==> config.mk <==
export PLATFORM = sky130hd
export DESIGN_NAME = stage_4_mem
export DESIGN_NICKNAME = d
export VERILOG_FILES = /design/src/rtl/stage_4_mem_pkg.sv /design/src/rtl/stage_4_mem_load_ext.sv /design/src/rtl/stage_4_mem.sv
export SDC_FILE = /design/constraint.sdc
export NUM_CORES = 1
export LEC_CHECK = 0
export BUFFER_PORTS_ARGS = -buffer_cell sky130_fd_sc_hd__buf_2
export CAP_MARGIN = 20
export CORE_MARGIN = 2
export CORE_UTILIZATION = 50
export CTS_CLUSTER_DIAMETER = 40
export DETAILED_ROUTE_END_ITERATION = 16
export PLACE_DENSITY = 0.8
export SYNTH_ARGS = -nofsm -noshare
export SYNTH_HDL_FRONTEND = slang
export SYNTH_SLANG_ARGS = --single-unit
export TNS_END_PERCENT = 100
==> constraint.sdc <==
create_clock -name i_clk -period 4.35 [get_ports i_clk]
set_input_delay 0 -clock i_clk [delete_from_list [all_inputs] [get_ports i_clk]]
set_output_delay 0 -clock i_clk [all_outputs]
set_load 0.02 [all_outputs]
==> src/rtl/stage_4_mem_pkg.sv <==
// stage_4_mem_pkg: shared load-type codes, bus widths and FSM states for the MEM stage.
package stage_4_mem_pkg;

    localparam int IN_W  = 73;
    localparam int OUT_W = 70;

    localparam logic [2:0] LD_NONE = 3'd0;
    localparam logic [2:0] LD_B    = 3'd1;
    localparam logic [2:0] LD_BU   = 3'd2;
    localparam logic [2:0] LD_H    = 3'd3;
    localparam logic [2:0] LD_HU   = 3'd4;
    localparam logic [2:0] LD_W    = 3'd5;

    typedef enum logic [1:0] {
        S_IDLE = 2'd0,
        S_WAIT = 2'd1,
        S_HOLD = 2'd2
    } state_t;

    // Codes 6 and 7 are reserved and behave like a non-load.
    function automatic logic is_load(input logic [2:0] ld_type);
        return (ld_type != LD_NONE) && (ld_type <= LD_W);
    endfunction

endpackage

==> src/rtl/stage_4_mem_load_ext.sv <==
// stage_4_mem_load_ext: selects the addressed byte/half of a read word and sign/zero extends it.
module stage_4_mem_load_ext
    import stage_4_mem_pkg::*;
(
    input  logic [2:0]  i_ld_type,
    input  logic [1:0]  i_addr_lo,
    input  logic [31:0] i_rd,
    output logic [31:0] o_result
);

    logic [7:0]  w_byte;
    logic [15:0] w_half;

    always_comb begin
        w_byte   = i_rd[{i_addr_lo, 3'b000} +: 8];
        w_half   = i_addr_lo[1] ? i_rd[31:16] : i_rd[15:0];
        o_result = (i_ld_type == LD_B)  ? {{24{w_byte[7]}}, w_byte} :
                   (i_ld_type == LD_BU) ? {24'd0, w_byte} :
                   (i_ld_type == LD_H)  ? {{16{w_half[15]}}, w_half} :
                   (i_ld_type == LD_HU) ? {16'd0, w_half} :
                   i_rd;
    end

endmodule

==> src/rtl/stage_4_mem.sv <==
// stage_4_mem: MEM pipeline stage; latches EX results, waits for load data, buffers it under
// WB backpressure and drives the WB bus plus the forwarding/stall bus back to ID.
module stage_4_mem
    import stage_4_mem_pkg::*;
(
    input  logic             i_clk,
    input  logic             i_reset,
    input  logic             i_valid_3,
    output logic             o_allow_4,
    input  logic [IN_W-1:0]  i_stage_3_to_4,
    input  logic             i_data_sram_data_ok,
    input  logic [31:0]      i_data_sram_rdata,
    output logic             o_valid_4,
    input  logic             i_allow_5,
    output logic [OUT_W-1:0] o_stage_4_to_5,
    output logic             o_fwd_4_we,
    output logic [4:0]       o_fwd_4_dest,
    output logic [31:0]      o_fwd_4_data,
    output logic             o_fwd_4_stall
);

    logic            r_v4;
    logic [IN_W-1:0] r_bus;
    logic            r_buf_valid;
    logic [31:0]     r_data_buf;
    state_t          r_state;
    state_t          w_state_next;

    logic [2:0]  w_ld_type;
    logic        w_rf_we;
    logic [4:0]  w_dest;
    logic [31:0] w_alu;
    logic [31:0] w_pc;
    logic [31:0] w_rd;
    logic [31:0] w_ext;
    logic [31:0] w_final;
    logic        w_is_load;
    logic        w_data_ok;
    logic        w_readygo;
    logic        w_load_in;
    logic        w_capture;

    assign {w_ld_type, w_rf_we, w_dest, w_alu, w_pc} = r_bus;

    // A response only counts while a latched load is actually waiting for it.
    assign w_is_load = is_load(w_ld_type);
    assign w_data_ok = i_data_sram_data_ok & (r_state == S_WAIT);
    assign w_readygo = ~w_is_load | w_data_ok | r_buf_valid;
    assign o_allow_4 = ~r_v4 | (w_readygo & i_allow_5);
    assign o_valid_4 = r_v4 & w_readygo;
    assign w_load_in = i_valid_3 & o_allow_4 & is_load(i_stage_3_to_4[IN_W-1 -: 3]);
    assign w_capture = w_data_ok & ~i_allow_5;
    assign w_rd      = r_buf_valid ? r_data_buf : i_data_sram_rdata;

    stage_4_mem_load_ext u_load_ext (
        .i_ld_type (w_ld_type),
        .i_addr_lo (w_alu[1:0]),
        .i_rd      (w_rd),
        .o_result  (w_ext)
    );

    assign w_final        = w_is_load ? w_ext : w_alu;
    assign o_stage_4_to_5 = {w_rf_we & r_v4, w_dest, w_final, w_pc};
    assign o_fwd_4_we     = r_v4 & w_rf_we & (w_dest != 5'd0);
    assign o_fwd_4_stall  = o_fwd_4_we & w_is_load & ~w_readygo;
    assign o_fwd_4_dest   = w_dest;
    assign o_fwd_4_data   = w_final;

    // Whenever the stage advances, the next state depends only on whether a load enters.
    always_comb begin
        w_state_next = r_state;
        w_state_next = o_allow_4 ? (w_load_in ? S_WAIT : S_IDLE) :
                       w_capture ? S_HOLD : r_state;
    end

    always_ff @(posedge i_clk or posedge i_reset) begin
        if (i_reset) begin
            r_v4        <= 1'b0;
            r_bus       <= '0;
            r_buf_valid <= 1'b0;
            r_data_buf  <= '0;
            r_state     <= S_IDLE;
        end else begin
            r_state <= w_state_next;
            if (o_allow_4)
                r_v4 <= i_valid_3;
            if (i_valid_3 & o_allow_4)
                r_bus <= i_stage_3_to_4;
            if (w_capture) begin
                r_buf_valid <= 1'b1;
                r_data_buf  <= i_data_sram_rdata;
            end else if ((r_state == S_HOLD) & i_allow_5) begin
                r_buf_valid <= 1'b0;
            end
        end
    end

endmodule
==> flow_summary.toml <==
[worst_setup_path]
crit_path_start = "r_bus[72]"
r2r_end = "r_bus[26]"
setup.worst_path.class = "reg -> out"
path_max_fanout = 24
setup.reg_to_reg.worst_slack_ns = 1.41
worst_ep_required_time_ns = 4.35
worstSetupEndpointType = "output port"
worstPathArrival_ns = 3.62
reg2reg_depth = 6
cp-start-kind = "flop"
crit-reg2reg-launch = "r_bus[72]"

[route]
drt_first_iter_violations = 383
ant_nets = 0
route.detailed.wl_per_inst_um = 19.6
drt-vias-per-instance = 5.57
num_vias = 5639
wl_um = 19900
drt_pre_antenna_iters = 5
detail_route.drc_violations = 0

[run_status]
run_status = "finished, final reports clean"

[synthesis]
synth.largest_area_cell = "sky130_fd_sc_hd__dfrtp_1"
synth_flop_cell = "sky130_fd_sc_hd__dfrtp_1"
synthMostInstantiatedCell = "sky130_fd_sc_hd__dfrtp_1"
number_of_nets_produced_by_synthesis = 707
total_standard_cell_area_after_synthesis_um2 = 7070
yosysWarningCount = 0
synth_cells = 597
postSynthAreaPerCell_um2 = 11.8
synth_top_cells_by_count = "109 x sky130_fd_sc_hd__dfrtp_1, 75 x sky130_fd_sc_hd__buf_4, 70 x sky130_fd_sc_hd__mux2_4"
synth_top_area_share_pct = 38.6
synthDistinctLibCells = 48
seq_area_frac_synth_pct = 38.6
async_reset_ff_share_pct = 100
synth-edff-count = 0
synthTopCellsByArea = "sky130_fd_sc_hd__dfrtp_1 39%, sky130_fd_sc_hd__mux2_4 15%, sky130_fd_sc_hd__buf_4 8.0%"
synthesis_stage_register_bit_count = 109

[cts]
cts_tree = "done"
clock_sink_count = 109
clk_latency_ns = 0.35
h_tree_lvls = 3
path_clk_slew_ns = 0.07
setup_fix_bufs_post_cts = 0
ctsLongestPathBuffers = 2
numCtsBuffers = 9
clock-root-buffer = "sky130_fd_sc_hd__clkbuf_16"

[place]
gp_congestion = 0.821
portBuffers = 220
place.detailed.hpwl_um = 12900
placed_instances = 887

[power_and_ir_drop]
max-vdd-ir-drop_v = 0.000297
total_power_mw = 4.64
cellPowerDensity_nw_per_um2 = 515
p_leak_nw = 4.32

[finish]
final_nets = 937
finish.cell_count_without_fillers = 1012
area_growth_pct = 27.3
filler_cell_count = 982
layout_cell_share_with_drive_strength_beyond_1_pct = 46.2
n_antenna_cell = 0

[global_route]
grt_remaining_overflow = 0
grt_start_max_net_pins = 74
grt_util_all_layers_pct = 26.5
antenna_violations_before_repair = 0
grt_pass1_vias = 5803
grt_first_pass_wirelength_um = 30400

[sta]
max-slew-margin-rel_pct = 36.9
hold_violations = 0
period_minus_slack_ns = 3.62
worstMarginPinSlew_ns = 0.947
period_share_pct = 83.1
grt_setup_unrepaired = "false"
drv_slew = 0
setup-violations-final = 0
highest_clock_rate_mhz = 277
final.setup_skew_ns = 0.00751
finalSetupTns_ns = 0

[die]
fp.dieArea_um2 = 15100
floorplan.initialDensity_pct = 51.1
floorplan.die.height_um = 123
fp-row-count = 43
boundaryPins = 221
fp.dieW_um = 123
core_area_um2 = 13800

[worst_hold_path]
hold_class = "in -> reg"
min_to = "r_buf_valid"
worst_hold_startpoint = "i_data_sram_data_ok"
hold_depth = 4

[run]
cap_violations = 0
==> critical path, stage by stage (launching register included) <==
cell and delay, ns:
sky130_fd_sc_hd__dfrtp_1 0.79, sky130_fd_sc_hd__nor4bb_1 0.87, sky130_fd_sc_hd__a31o_2 0.63, sky130_fd_sc_hd__mux4_2 0.57
sky130_fd_sc_hd__o21ai_0 0.09, sky130_fd_sc_hd__o211ai_1 0.13, sky130_fd_sc_hd__buf_2 0.18
==> cell type report <==
| class | instances | area, µm² | share of cell area (%) |
|---|---|---|---|
| repair buffers | 337 | 2260 | 25.2 |
| flip-flops and latches | 109 | 2730 | 30.3 |
| multi-input cells | 366 | 3450 | 38.4 |
| inverters | 4 | 17.5 | 0.195 |
| clock buffers | 12 | 236 | 2.63 |
| clock inverters | 4 | 72.6 | 0.806 |
| well taps | 180 | 225 | 2.50 |
==> per-stage QoR <==
step / utilization (%) / worst slack, ns / area, µm² / hold WS (ns)
after floorplan: - / 1.48 / 7070 / 0.108
after global placement: 55.0 / 1.27 / 7600 / 0.230
after detailed placement: 55.0 / 1.15 / 7600 / 0.232
after CTS: 65.1 / 0.750 / 9000 / 0.104
after global routing: 65.1 / 0.441 / 9000 / 0.144
final: 65.1 / 0.734 / 9000 / 0.118
==> timing repair <==
action                    in CTS  in global routing
hold endpoints to repair     181                  0
hold buffers                 109                  0
gates resized for setup        0                  0
==> worst max-delay path by stage <==
stage	endpoint	slack, ns
2_1_floorplan	r_buf_valid	1.48
3_3_place_gp	o_fwd_4_data[7]	1.27
3_5_place_dp	o_stage_4_to_5[39]	1.15
4_1_cts	o_stage_4_to_5[39]	0.75
5_1_grt	o_fwd_4_data[6]	0.44
6_report	o_stage_4_to_5[39]	0.73
==> sequential cells by signal, summed over array words and instances, names as in the netlist <==
name and count:
r_bus 73, r_data_buf 32, r_state 2, r_buf_valid 1, r_v4 1
==> cell usage in the layout (no fill, tap or decap), types with 3 or more instances in the layout <==
| cell type | count |
|---|---|
| sky130_fd_sc_hd__o211ai_1 | 6 |
| sky130_fd_sc_hd__and3b_1 | 3 |
| sky130_fd_sc_hd__a21oi_1 | 15 |
| sky130_fd_sc_hd__nand2_1 | 21 |
| sky130_fd_sc_hd__nor2_1 | 29 |
| sky130_fd_sc_hd__o21a_1 | 3 |
| sky130_fd_sc_hd__dlygate4sd3_1 | 109 |
| sky130_fd_sc_hd__a22oi_1 | 4 |
| sky130_fd_sc_hd__and2_1 | 6 |
| sky130_fd_sc_hd__dfrtp_1 | 108 |
| sky130_fd_sc_hd__nand2b_1 | 6 |
| sky130_fd_sc_hd__inv_1 | 3 |
| sky130_fd_sc_hd__mux4_2 | 22 |
| sky130_fd_sc_hd__clkbuf_16 | 9 |
| sky130_fd_sc_hd__o21ai_0 | 42 |
| sky130_fd_sc_hd__nor2b_1 | 6 |
| sky130_fd_sc_hd__mux2i_1 | 26 |
| sky130_fd_sc_hd__nor3_1 | 4 |
| sky130_fd_sc_hd__buf_4 | 7 |
| sky130_fd_sc_hd__a221oi_1 | 5 |
| sky130_fd_sc_hd__buf_2 | 220 |
| sky130_fd_sc_hd__clkbuf_1 | 3 |
| sky130_fd_sc_hd__mux2_2 | 42 |
| sky130_fd_sc_hd__nand3_1 | 23 |
| sky130_fd_sc_hd__nor3b_1 | 6 |
| sky130_fd_sc_hd__mux2_4 | 70 |
==> layer usage <==
metal / track usage, % / vias up / routed length [µm]
met5: 0 / - / 0
met4: 8.98 / 0 / 392
met3: 5.58 / 27 / 1440
met2: 44.8 / 280 / 9700
met1: 34.0 / 2791 / 8340
li1: - / 2541 / -
==> logic make-up (layout without fill, tap and decap cells) <==
logic type	count (synthesis)	after routing	share of synthesized area, %
and+or+nand+nor	114	114	8.34
muxes	160	160	32.2
DFF	109	109	38.6
buffers and inverters	122	357	12.6
AOI/OAI and AO/OA	92	92	8.28
==> power breakdown <==
group | switching (mW) | internal, mW | leakage (nW)
logic | 1.26 | 1.01 | 2.89
registers | 0.229 | 1.27 | 1.28
clock network | 0.368 | 0.505 | 0.147
total | 1.85 | 2.79 | 4.32
Power figures use the tool's default switching activity.
